[src/rtl/bp_me_lce_req_arbiter_pkg.sv]
// bp_me_lce_req_arbiter_pkg: shared helpers for the LCE request arbiter slice
package bp_me_lce_req_arbiter_pkg;
  function automatic int safe_clog2(input int n);
    return (n <= 1) ? 1 : $clog2(n);
  endfunction
  // Explicit wrap so non-power-of-2 counts never rely on overflow.
  function automatic int wrap_inc(input int v, input int n);
    return (v + 1 >= n) ? 0 : v + 1;
  endfunction
endpackage

[src/rtl/bp_me_rr_arb.sv]
// bp_me_rr_arb: combinational round-robin scan starting at ptr_i
// Ports: reqs_i requesters, ptr_i scan start; grant_one_hot_o / grant_id_o winner, v_o any grant.
module bp_me_rr_arb
  import bp_me_lce_req_arbiter_pkg::*;
#(
  parameter int num_lce_p = 4,
  localparam int id_w = safe_clog2(num_lce_p)
) (
  input  logic [num_lce_p-1:0] reqs_i,
  input  logic [id_w-1:0]      ptr_i,
  output logic [num_lce_p-1:0] grant_one_hot_o,
  output logic [id_w-1:0]      grant_id_o,
  output logic                 v_o
);
  logic [id_w-1:0] idx;
  // Scanning backwards lets the closest requester to ptr_i win by being written last.
  always_comb begin
    grant_one_hot_o = '0;
    grant_id_o = '0;
    v_o = 1'b0;
    idx = '0;
    for (int k = num_lce_p - 1; k >= 0; k--) begin
      idx = id_w'((int'(ptr_i) + k) % num_lce_p);
      if (reqs_i[idx]) begin
        grant_id_o = idx;
        v_o = 1'b1;
      end
    end
    if (v_o) grant_one_hot_o[grant_id_o] = 1'b1;
  end
endmodule

[src/rtl/bp_me_lce_req_arbiter.sv]
// bp_me_lce_req_arbiter: buffers LCE requests and round-robins them onto one registered CCE port
// Ports: clk_i, reset_n_i (sync, active-low); lce_req_i/_v_i/_ready_o per-LCE ready-then-valid inputs;
// cce_req_o/_lce_id_o/_v_o registered output with cce_req_yumi_i consume strobe.
module bp_me_lce_req_arbiter
  import bp_me_lce_req_arbiter_pkg::*;
#(
  parameter int num_lce_p = 4,
  parameter int req_width_p = 16,
  parameter int buf_els_p = 2,
  localparam int lce_id_width_lp = safe_clog2(num_lce_p)
) (
  input  logic                                  clk_i,
  input  logic                                  reset_n_i,
  input  logic [num_lce_p-1:0][req_width_p-1:0] lce_req_i,
  input  logic [num_lce_p-1:0]                  lce_req_v_i,
  output logic [num_lce_p-1:0]                  lce_req_ready_o,
  output logic [req_width_p-1:0]                cce_req_o,
  output logic [lce_id_width_lp-1:0]            cce_req_lce_id_o,
  output logic                                  cce_req_v_o,
  input  logic                                  cce_req_yumi_i
);
  localparam int ptr_w = safe_clog2(buf_els_p);
  localparam int cnt_w = $clog2(buf_els_p + 1);
  logic [req_width_p-1:0] mem [num_lce_p][buf_els_p];
  logic [req_width_p-1:0] head [num_lce_p];
  logic [ptr_w-1:0] wptr [num_lce_p];
  logic [ptr_w-1:0] rptr [num_lce_p];
  logic [cnt_w-1:0] cnt [num_lce_p];
  logic [num_lce_p-1:0] nonempty, full, push, pop, grant_oh;
  logic [lce_id_width_lp-1:0] grant_id, rr_ptr;
  logic grant_v, out_free, ready_en;
  assign out_free = ~cce_req_v_o | cce_req_yumi_i;
  for (genvar i = 0; i < num_lce_p; i++) begin : g_lce
    assign nonempty[i] = cnt[i] != '0;
    assign full[i] = cnt[i] == cnt_w'(buf_els_p);
    // Ready comes only from registered state, never from this cycle's pop.
    assign lce_req_ready_o[i] = ready_en & ~full[i];
    assign push[i] = lce_req_v_i[i] & lce_req_ready_o[i];
    assign pop[i] = grant_oh[i] & out_free;
    assign head[i] = mem[i][rptr[i]];
  end
  bp_me_rr_arb #(.num_lce_p(num_lce_p)) arb (
    .reqs_i(nonempty),
    .ptr_i(rr_ptr),
    .grant_one_hot_o(grant_oh),
    .grant_id_o(grant_id),
    .v_o(grant_v)
  );
  always_ff @(posedge clk_i) begin
    if (!reset_n_i) begin
      for (int i = 0; i < num_lce_p; i++) begin
        wptr[i] <= '0;
        rptr[i] <= '0;
        cnt[i] <= '0;
      end
    end else begin
      for (int i = 0; i < num_lce_p; i++) begin
        if (push[i]) begin
          mem[i][wptr[i]] <= lce_req_i[i];
          wptr[i] <= (wptr[i] == ptr_w'(buf_els_p - 1)) ? '0 : wptr[i] + 1'b1;
        end
        if (pop[i]) rptr[i] <= (rptr[i] == ptr_w'(buf_els_p - 1)) ? '0 : rptr[i] + 1'b1;
        cnt[i] <= cnt[i] + cnt_w'(push[i]) - cnt_w'(pop[i]);
      end
    end
  end
  always_ff @(posedge clk_i) begin
    if (!reset_n_i) begin
      ready_en <= 1'b0;
      cce_req_v_o <= 1'b0;
      cce_req_o <= '0;
      cce_req_lce_id_o <= '0;
      rr_ptr <= '0;
    end else begin
      ready_en <= 1'b1;
      if (out_free) begin
        cce_req_v_o <= grant_v;
        if (grant_v) begin
          cce_req_o <= head[grant_id];
          cce_req_lce_id_o <= grant_id;
          rr_ptr <= lce_id_width_lp'(wrap_inc(int'(grant_id), num_lce_p));
        end
      end
    end
  end
endmodule

[config.mk]
export PLATFORM = sky130hd
export DESIGN_NAME = bp_me_lce_req_arbiter
export DESIGN_NICKNAME = d
export VERILOG_FILES = /design/src/rtl/bp_me_lce_req_arbiter_pkg.sv /design/src/rtl/bp_me_rr_arb.sv /design/src/rtl/bp_me_lce_req_arbiter.sv
export SDC_FILE = /design/constraint.sdc
export NUM_CORES = 1
export LEC_CHECK = 0
export BUFFER_PORTS_ARGS = -buffer_cell sky130_fd_sc_hd__buf_2
export CORE_UTILIZATION = 55
export CTS_CLUSTER_DIAMETER = 40
export CTS_CLUSTER_SIZE = 16
export DETAILED_ROUTE_END_ITERATION = 10
export PLACE_DENSITY_LB_ADDON = 0.08
export SYNTH_ARGS = -nofsm -noshare
export SYNTH_HDL_FRONTEND = slang
export SYNTH_SLANG_ARGS = --single-unit
export TNS_END_PERCENT = 50
[constraint.sdc]
create_clock -name clk_i -period 4.52 [get_ports clk_i]
set_input_delay 0.226 -clock clk_i [delete_from_list [all_inputs] [get_ports clk_i]]
set_output_delay 0.226 -clock clk_i [all_outputs]
set_load 0.03 [all_outputs]
==> out/qor.yml <==
p_leak_nw: 3.119
firstDrtPassIters: 8
final-hold-violation-count: 0
final_nets: 651
place_congestion: 0.8148
die_width_um: 111.7
timing.final.setup_violations: 0
postSynthCellCount: 410
standard_cell_rows: 39
maximum_number_of_pins_on_one_net_before_global_route_repair: 38
tightestPinTransition_ns: 1.096
failed_checks: "design-rule violations"
ant_nets: 0
report.power.total_mw: 5.188
io_pins: 94
synth_edf_count: 130
clk_path_buf_depth: 2
post_route_cells_drive_above_1_share_pct: 25.73
dieHeight_um: 111.7
netlist_top_cells_area: "edfxtp_1, dfxtp_1, mux2i_1, mux4_2, ha_1"
clkSlewWorstSetupHoldPaths_ns: 0.06
crit_path_top_cell_by_count: "ha_1"
post_dr_vias_cell: 5.457
wire_length_of_the_first_global_routing_pass_mm: 21.89
wl_per_cell_um: 18.87
pins_over_slew_limit: 0
cts-buffers-inserted: 17
tritoncts: "done"
critical_path.max_stage_delay_ns: 0.49
postSynthNetCount: 491
overall_die_area_um2: 12480
globalRoute.totalOverflow: 0
via_count_of_the_first_global_routing_pass: 4158
ys_dominant_reg_cell: "edfxtp_1"
tns_ns: 0
placement.io_buffers: 93
sequential_share_of_the_synthesized_area_pct: 69.85
cts_root_buf: "clkbuf_16"
synth.distinct_cells: 42
max_freq_mhz: 341.5
yosys.area.top_type_share_pct: 58.97
vdd_drop_max_mv: 0.3450
flow.area_growth_from_synthesis_pct: 26.44
worst_slew_margin_rel_pct: 26.91
postSynthAreaPerCell_um2: 16.15
syn-cell-area_um2: 6620
drt_drc_violations_left: 7
crit_required_ns: 4.81
min_path_type: "input port to flop"
yosysTopAreaCell: "edfxtp_1"
setup_repair_after_global_routing_missed_its_margin: "no"
min_period_over_period_pct: 64.79
core_area_um2: 11560
cts-htree-levels: 4
final_common_cell: "edfxtp_1"
detailed_place_hpwl_mm: 8.875
initial_util_pct: 57.24
outcome: "finished, violations left"
worst_clk_skew_ns: 0.007211
number_of_flip_flops_and_latches_in_the_synthesized_netlist: 166
worst_path_max_delay_cell: "a21oi_4"
track_usage_pct: 24.12
post_cts.repair.setup_buffers: 0
final_cell_mix: "edfxtp_1, buf_2, mux2i_1, dlygate4sd3_1, dfxtp_1"
power_per_cell_area_nw_per_um2: 619.8
yosys_warnings: 0
path_cells: "nor2_2 -> o221ai_1 -> a21oi_4 -> buf_4 -> ha_1 -> and2_1 -> ha_1 -> inv_1 -> ha_1 -> xor2_1 -> xnor2_1 -> nor2_1"
insertedDiodeCount: 0
clkLatencyLatePin_ns: 0.42
crit_type: "flop to flop"
totalWireLength_mm: 13.70
endpoint_kind: "flop"
detailedRoute.firstIterationViolations: 232
critical_path.startpoint_type: "flop"
max_cap_viol: 0
path_max_fanout: 15
final_period_minus_worst_setup_slack_ns: 2.929
via_count: 3962
grt_antenna_before_repair: 0
clock_sinks: 166
crit_arrival_ns: 3.22
async_flop_share_pct: 0
[critical path: cells and delay by family, from the launching register on]
kind,cells,cell delay [ns]
AND/OR/NAND/NOR,3,0.42
AO/OA/AOI/OAI,2,0.70
flip-flops,1,0.35
XOR/XNOR,2,0.32
adder cells (fa/ha/maj),3,0.57
buffers and inverters,2,0.42
[logic make-up after synthesis]
group                    synth area share (%)
AND/OR/NAND/NOR                         4.196
XOR/XNOR                                1.588
multiplexers                            15.12
adder cells (fa/ha/maj)                 1.890
buffers and inverters                   2.136
flip-flops                              69.85
AO/OA/AOI/OAI                           5.217
[metrics by stage]
step	utilization, %	instances	setup slack (ns)	instance area [um^2]	hold slack [ns]
after CTS	72.38	726	1.584	8371	0.004087
after detailed placement	62.48	634	1.591	7226	0.4170
after floorplan	-	410	1.858	6620	0.2537
final	72.38	726	1.591	8371	0.01297
after global placement	62.48	634	1.708	7226	0.4133
after global routing	72.38	726	1.322	8371	0.008554
[power breakdown]
group / switching, mW / internal, mW
logic: 1.00 / 0.839
clock network: 0.550 / 0.778
registers: 0.193 / 1.83
[what timing repair did]
action,CTS,global route
hold endpoints to repair,120,0
gates resized for setup,0,0
hold buffers,60,0
[final timing paths]
check,startpoint,endpoint,slack [ns],cells after the start
setup / recovery,cnt[0][1],cnt[2][1],1.59,12
hold / removal,lce_req_i[34],mem[2][2],0.01,1
setup reg to reg,cnt[0][1],cnt[2][1],1.59,12
hold reg to reg,cce_req_lce_id_o[1],cce_req_lce_id_o[1],0.47,2
[cell type report]
class                      count  area [um^2]
timing repair buffer         159         1111
multi-input combinational    213         1861
fill                         763         3194
clock buffer                  22        464.2
tap                          143        178.9
clock inverter                10        80.08
inverter                      13        51.30
sequential                   166         4624
[sequential cells by signal, indices dropped and copies added, names as in the netlist]
signal	flops
cnt	8
cce_req_o	16
rptr	4
rr_ptr	2
cce_req_v_o	1
ready_en	1
cce_req_lce_id_o	2
mem	128
wptr	4
[metal layers]
metal	track usage, %	share of wire [%]
met4	10.27	2.4
met2	39.59	49
met3	5.335	5.4
met5	0	0
met1	31.18	43
[Yosys cell counts (2+ instances only)]
library cell and n:
mux4_2 14, o221ai_1 2, and2_1 6, inv_1 12
a21oi_1 19, nor3_1 3, and3_1 4, nor2_1 20
and2_0 3, buf_2 9, xnor2_1 8, or4_1 2
mux2i_1 64, a21boi_0 4, clkbuf_1 7, o31ai_1 2
mux2_2 2, xor2_1 4, dfxtp_1 36, mux2_1 2
a21oi_4 2, nand2_1 10, a221oi_1 2, ha_1 10
edfxtp_1 130, o21ai_0 17
Power figures use the tool's default switching activity.
